## src/rtl/ir_regfile_loader.sv

```systemverilog
// ir_regfile_loader: instruction register file that clears itself, loads DEPTH words over req/ack, then serves reads/writes.
// Optional IR_PARITY_EN adds an even-parity bit per entry and the o_parity_err output.
module ir_regfile_loader #(
    parameter int DATA_WIDTH = 16,
    parameter int DEPTH      = 16,
    parameter int ADDR_WIDTH = 4
) (
    input  logic                  clk,
    input  logic                  rst_n,
    input  logic                  i_load_start,
    input  logic [DATA_WIDTH-1:0] i_device,
    input  logic [DATA_WIDTH-1:0] i_base_addr,
    output logic                  o_mem_req,
    output logic [DATA_WIDTH-1:0] o_mem_device,
    output logic [DATA_WIDTH-1:0] o_mem_addr,
    input  logic                  i_mem_ack,
    input  logic [DATA_WIDTH-1:0] i_mem_data,
    output logic                  o_ready,
    output logic                  o_busy,
    input  logic                  i_rd_en,
    input  logic [ADDR_WIDTH-1:0] i_rd_addr,
    output logic [DATA_WIDTH-1:0] o_rd_data,
    output logic                  o_rd_valid,
    input  logic                  i_wr_en,
    input  logic [ADDR_WIDTH-1:0] i_wr_addr,
    input  logic [DATA_WIDTH-1:0] i_wr_data
`ifdef IR_PARITY_EN
    ,
    output logic                  o_parity_err
`endif
);
`ifdef IR_PARITY_EN
    localparam int W = DATA_WIDTH + 1;
`else
    localparam int W = DATA_WIDTH;
`endif
    typedef enum logic [1:0] {INIT, IDLE, LOAD, WORK} state_t;
    state_t state, state_nx;
    logic [ADDR_WIDTH-1:0] clr, clr_nx, idx, idx_nx, wa;
    logic [DATA_WIDTH-1:0] dev, base, wdata;
    logic [W-1:0] mem [DEPTH];
    logic [W-1:0] wd;
    logic start, last_clr, last_ack, we, rd;
    always_comb begin
        start    = i_load_start && (state == IDLE || state == WORK);
        last_clr = clr == ADDR_WIDTH'(DEPTH - 1);
        last_ack = i_mem_ack && idx == ADDR_WIDTH'(DEPTH - 1);
        state_nx = start ? LOAD :
                   (state == INIT && last_clr) ? IDLE :
                   (state == LOAD && last_ack) ? WORK : state;
        clr_nx   = state == INIT ? clr + ADDR_WIDTH'(1) : '0;
        idx_nx   = start ? '0 : (state == LOAD && i_mem_ack) ? idx + ADDR_WIDTH'(1) : idx;
        we       = state == INIT || (state == LOAD && i_mem_ack) || (state == WORK && i_wr_en);
        wa       = state == INIT ? clr : state == LOAD ? idx : i_wr_addr;
        wdata    = state == INIT ? '0 : state == LOAD ? i_mem_data : i_wr_data;
`ifdef IR_PARITY_EN
        wd       = {^wdata, wdata};
`else
        wd       = wdata;
`endif
        rd       = state == WORK && i_rd_en;
    end
    always_ff @(posedge clk) begin
        if (!rst_n) begin
            state <= INIT;
            clr   <= '0;
            idx   <= '0;
            dev   <= '0;
            base  <= '0;
        end else begin
            state <= state_nx;
            clr   <= clr_nx;
            idx   <= idx_nx;
            if (start) begin
                dev  <= i_device;
                base <= i_base_addr;
            end
        end
    end
    // Storage has no reset; INIT clears it, and writes are blocked while reset is held.
    always_ff @(posedge clk) begin
        if (rst_n && we) mem[wa] <= wd;
    end
    always_ff @(posedge clk) begin
        if (!rst_n) begin
            o_rd_valid <= 1'b0;
            o_rd_data  <= '0;
        end else begin
            o_rd_valid <= rd;
            if (rd) o_rd_data <= mem[i_rd_addr][DATA_WIDTH-1:0];
        end
    end
`ifdef IR_PARITY_EN
    // Stored entry XORs to zero when intact.
    always_ff @(posedge clk) begin
        if (!rst_n) o_parity_err <= 1'b0;
        else o_parity_err <= rd && ^mem[i_rd_addr];
    end
`endif
    assign o_mem_req    = state == LOAD;
    assign o_mem_device = dev;
    assign o_mem_addr   = base + DATA_WIDTH'(idx);
    assign o_ready      = state == WORK;
    assign o_busy       = state == INIT || state == LOAD;
endmodule

```

## config.mk

```make
export PLATFORM = sky130hd
export DESIGN_NAME = ir_regfile_loader
export DESIGN_NICKNAME = d
export VERILOG_FILES = /design/src/rtl/ir_regfile_loader.sv
export SDC_FILE = /design/constraint.sdc
export NUM_CORES = 1
export LEC_CHECK = 0
export ABC_AREA = 1
export CAP_MARGIN = 20
export CORE_MARGIN = 2
export CORE_UTILIZATION = 45
export CTS_CLUSTER_DIAMETER = 40
export CTS_CLUSTER_SIZE = 24
export DETAILED_ROUTE_END_ITERATION = 12
export HOLD_SLACK_MARGIN = 0.06
export PLACE_DENSITY = 0.66
export SYNTH_ARGS = -nofsm -noshare
export SYNTH_HDL_FRONTEND = slang
export SYNTH_SLANG_ARGS = --single-unit
```

## constraint.sdc

```tcl
create_clock -name clk -period 2.53 [get_ports clk]
set_clock_uncertainty 0.15 [all_clocks]
set_input_delay 0.506 -clock clk [delete_from_list [all_inputs] [get_ports clk]]
set_output_delay 0.506 -clock clk [all_outputs]
set_load 0.005 [all_outputs]
```

### Word level (Yosys, flattened, before mapping)

Memories as Yosys holds them, arrays and structs flattened. A register that Yosys moved wholly into a read port is not among the register bits.
Index checks and enable logic that the tools add are counted.

* output and inout bits: 52
* memory bits (writable): 256
* bits of input ports: 78
* memories kept: 1
* bits in registers: 43

* muxes and demuxes: 9
* add/subtract/negate cells: 3
* equal/unequal tests: 5
* bitwise gates (word level): 1
* reduce and logical (&&, ||, !) cells: 18

Memories
* mem: depth 16, bits a word 16, read ports 1, clocked after memory_dff 1, write ports 1, RTL line 41 `logic [W-1:0] mem [DEPTH];`

Operators with widths (number)
* 16-bit 2-to-1 mux: 2
* 16-bit by 4-bit adder with 16-bit output: 1
* 4-bit by 1-bit adder with 4-bit output (second input constant): 2
* 4-bit equality test (second input constant): 2
* 1-bit logical AND: 8
* 4-bit 2-to-1 mux: 2
* 2-bit 2-to-1 mux: 3
* 2-bit equality test (second input constant): 2
* 1-bit logical OR: 4
* 3-bit nonzero test: 1
* 2-bit by 1-bit equality test with 1-bit output (second input constant): 1
* 2-bit zero test: 1
* 1-bit 2-to-1 mux: 2
* 2-bit AND reduction: 1
* 2-bit nonzero test: 1
* 2-bit OR reduction: 1
* 1-bit zero test: 1
* 1-bit NOT: 1

### Depth between registers and ports, before layout

* word-level depth: 7
* gate-level depth with buffers: 11
* mapped depth without buffers: 9

### Worst setup path after synthesis

Ideal clock, no wire load.

* path kind: input to register
* start point: input rst_n
* end point: memory mem[10][0] (netlist bit) (enable)
* data arrival time: 1884 ps
* slack: 108 ps
* setup time: 388 ps
* stages: 5
* path buffers: 1
* required time: 1992 ps
* cell sequence: clkbuf_1 -> inv_1 -> a31oi_4 -> nand3_1 -> nor2_1

* cells in the longest elaborated chain, start to end: 3

RTL lines
* start: declaration: RTL line 9 `input logic rst_n,`
* 1-bit logical AND: RTL line 82 `if (rst_n && we) mem[wa] <= wd;`
* 1-bit 2-to-1 mux: RTL line 82
* 1-bit 2-to-1 mux (implied by the code): RTL line 82
* end: declaration: RTL line 41

Every way passes these cells.

### Worst setup path in the final report

* start point: register idx[0]
* end point: output o_mem_addr[12]

* cells in the longest elaborated chain, start to end: 1

RTL lines
* start: declaration: RTL line 39 `logic [ADDR_WIDTH-1:0] clr, clr_nx, idx, idx_nx, wa;`
* start signal: assignment: RTL line 73 `idx <= idx_nx;`
* 16-bit by 4-bit adder with 16-bit output: RTL line 102 `assign o_mem_addr = base + DATA_WIDTH'(idx);`
* end: declaration: RTL line 15 `output logic [DATA_WIDTH-1:0] o_mem_addr,`

Every way passes these cells.

==> impl_results.md <==
* Netlist Area Pre-Place at 13,670 sq um
* Via-to-Cell Ratio at 5.099
* Antenna viol nets, final at 0
* Classification of the worst-slack hold path: primary input to register
* Count of boundary I/O pins at 130
* Period Utilization, post-route at 107.0%
* Max-slew violations at 0
* Signed area change from the synthesized netlist to the final layout at 27.83%
* Warnings, synthesis at 0
* Cell Count, Final, Fillers Out at 2,001
* Number of hold violations in the final report at 0
* Area share of the largest cell type after synthesis at 56.25%
* Cell count after synthesis at 1,403
* Starting Density at 45.87%
* Die boundary height at 178.3 microns
* Cell accounting for the most synthesized area: sky130_fd_sc_hd__edfxtp_1
* Fin area at 17,470 sq um
* Number of cells after detailed placement at 1,917
* Largest net degree at the start of global routing at 129
* Global-route wire length before repair at 54,450 microns
* Crit-path leading delay family: adder cells
* Total iterations of the first detailed-routing run at 5
* Core area at 29,800 sq um
* Total CTS buffers at 42
* Count of buffering cells on the critical path with inverters included at 2
* Worst Setup End Kind: output pin
* Number of antenna violations at the first check in global routing at 0
* GRT Overall Usage at 22.35%
* Worst skew pair latency at 0.53 ns
* Status: complete, but fails checks
* Slowest stage delay, CP at 0.35 ns
* Via count of the first global-routing pass at 9,964
* TritonCTS clock tree: yes
* Total power draw at 0.01210 W
* RD Place Congestion at 0.8878
* CTS HTree Levels at 2
* Number of DRC violations after detailed-routing iteration 0 at 859
* GRT Residual Overflow at 0
* Post-synth net total at 1,488
* Die ar. at 31,780 sq um
* Leading cell types by total area after synthesis: sky130_fd_sc_hd__edfxtp_1 56%, sky130_fd_sc_hd__nand2_1 12%, sky130_fd_sc_hd__dfxtp_1 8.6%
* Leading cell type in the layout, fill and taps excluded: sky130_fd_sc_hd__nand2_1
* Clock sinks at 315
* Worst slack, placed at -0.1408 ns
* Slowest library cell on the worst path: sky130_fd_sc_hd__fa_2
* Unrepaired setup endpoints after global routing: true
* Post-CTS clock slew at the launch and capture registers of the worst setup and hold paths at 0.06 ns
* Transition at the pin with the smallest max-transition slack at 0.8436 ns
* Critical-path cell list: ha_4 > fa_2 > nand3_2 > nand3_2 > nand2_2 > buf_6 > nor3_2 > xor2_1 > buf_2
* Nets at 1,663
* Placement Rows at 63
* Total detailed-routing wirelength at 34,930 microns
* Critical path required time at 1.87 ns
* CTS max path bufs at 3
* Worst hold margin at 0.1697 ns
* Post-detail-place hpwl at 21,240 microns
* Number of diodes at 0
* Sequential element share of the synthesized area at 64.89%
* Average cell area after synthesis at 9.741 sq um
* Unique cell type count in the Yosys netlist at 33
* Crit path arrival time at 2.05 ns
* Violated checks: setup timing
* Commonest non-fill, non-tap cells in the layout: 436 x sky130_fd_sc_hd__nand2_1, 256 x sky130_fd_sc_hd__edfxtp_1, 186 x sky130_fd_sc_hd__nand3_1
* Buffers on Ports at 129
* Instance area after placement at 15,860 sq um
* Cell at the root of the clock tree: sky130_fd_sc_hd__clkbuf_16
* Fillers at 2,507
* Leak at 7.370 nW
* Register bit total from synthesis at 315
* Slew margin rel. at 43.70%
* CP Class: register to output pin
* Routed wire per std cell at 17.46 microns
* Critical path peak fanout at 3
* Die boundary width at 178.3 microns
* Count of endpoints failing setup in the final report at 12
* DRC errors left at 0
* Largest voltage drop on the vdd net at 0.5029 mV
* Power per unit of standard cell area at 692.3 nW/um^2
* CP startpoint kind: register
* Post-layout minimum cycle time at 2.706 ns
* Final worst setup slack at -0.1763 ns
* Vias after detailed routing at 10,200
* Highest attainable clock frequency at 369.5 MHz
* Fraction of layout cells with a size suffix above 1 at 14.15%
* Most common cell type on the critical path: sky130_fd_sc_hd__nand3_2
* Max-Cap Viols at 0
[where the power goes]
group	internal, W	leakage, nW	switching [W]	total, W
combinational	0.000258	3.76	0.000375	0.000633
sequential	0.00559	2.91	0.0000137	0.00560
clock	0.00330	0.702	0.00256	0.00586
total	0.00915	7.37	0.00295	0.0121
[synthesized netlist by cell type (all sizes together)]
library cell / count
o211ai: 2
buf: 55
nand2: 444
edfxtp: 256
nor4: 1
nand3b: 1
clkbuf: 15
nor2: 89
ha: 6
a211oi: 1
nor3: 7
dfxtp: 59
nand4: 1
inv: 178
a21oi: 12
fa: 1
o21a: 16
xnor2: 1
o21ai: 34
and3: 2
a22o: 16
nand3: 191
nor3b: 1
a31oi: 2
xor2: 12
[flip-flops by register name (all words and copies together) (netlist names)]
signal	count
idx	4
o_rd_valid	1
base	16
clr	4
o_rd_data	16
state	2
mem	256
o_mem_device	16
[area by class of cell]
| class | instances | area [sq um] | area share (%) |
|---|---|---|---|
| well taps | 390 | 488.0 | 2.793 |
| flip-flops and latches | 315 | 8880 | 50.83 |
| inverters | 178 | 674.4 | 3.860 |
| clock inverters | 34 | 355.3 | 2.034 |
| clock buffers | 43 | 1076 | 6.159 |
| repair buffers | 201 | 1993 | 11.41 |
| multi-input cells | 840 | 4004 | 22.92 |
[through the flow]
stage / setup TNS [ns] / utilization, %
6_report: -1.054 / 58.63
5_1_grt: -1.942 / 58.63
4_1_cts: -1.592 / 58.50
3_5_place_dp: -0.5810 / 53.23
3_3_place_gp: -0.5808 / 53.23
2_1_floorplan: 0 / -
[worst paths after layout]
path,start,end,slack (ns),cells after the start
worst max register to register,state[0],mem[12][8],0.44,8
worst min register to register,clr[0],clr[0],0.33,1
worst min-delay path,rst_n,o_rd_valid,0.17,3
worst max-delay path,idx[0],o_mem_addr[12],-0.18,9
[what timing repair did]
action,in CTS,in global routing
hold buffers,0,0
endpoints found under the hold margin,0,0
gates resized for setup,85,17
endpoints found under the setup margin,16,14
pin swaps,13,8
setup buffers,5,3
[cells by family (layout without fill, tap and decap cells)]
kind of cell / Yosys count / after routing / synth area share [%]
flops: 315 / 315 / 64.89
simple gates: 737 / 737 / 22.35
fa+ha+maj: 7 / 7 / 0.6958
compound gates: 83 / 83 / 3.955
xor+xnor: 13 / 13 / 0.8331
buf+inv: 248 / 456 / 7.278
[per-layer routing]
metal	share of wire, %	vias up	global-route usage, %	routed length, microns
li1	-	4963	-	-
met1	42	4742	29.84	14670
met2	46	425	36.09	16020
met3	9.4	74	5.350	3287
met4	2.7	0	7.283	949
met5	0	-	0	0
[worst min-delay path, stage by stage]
cell and delay [ns]:
sky130_fd_sc_hd__buf_2 0.09, sky130_fd_sc_hd__inv_1 0.10, sky130_fd_sc_hd__nor2_1 0.11
Note: power is estimated with default switching activity, not from simulation.
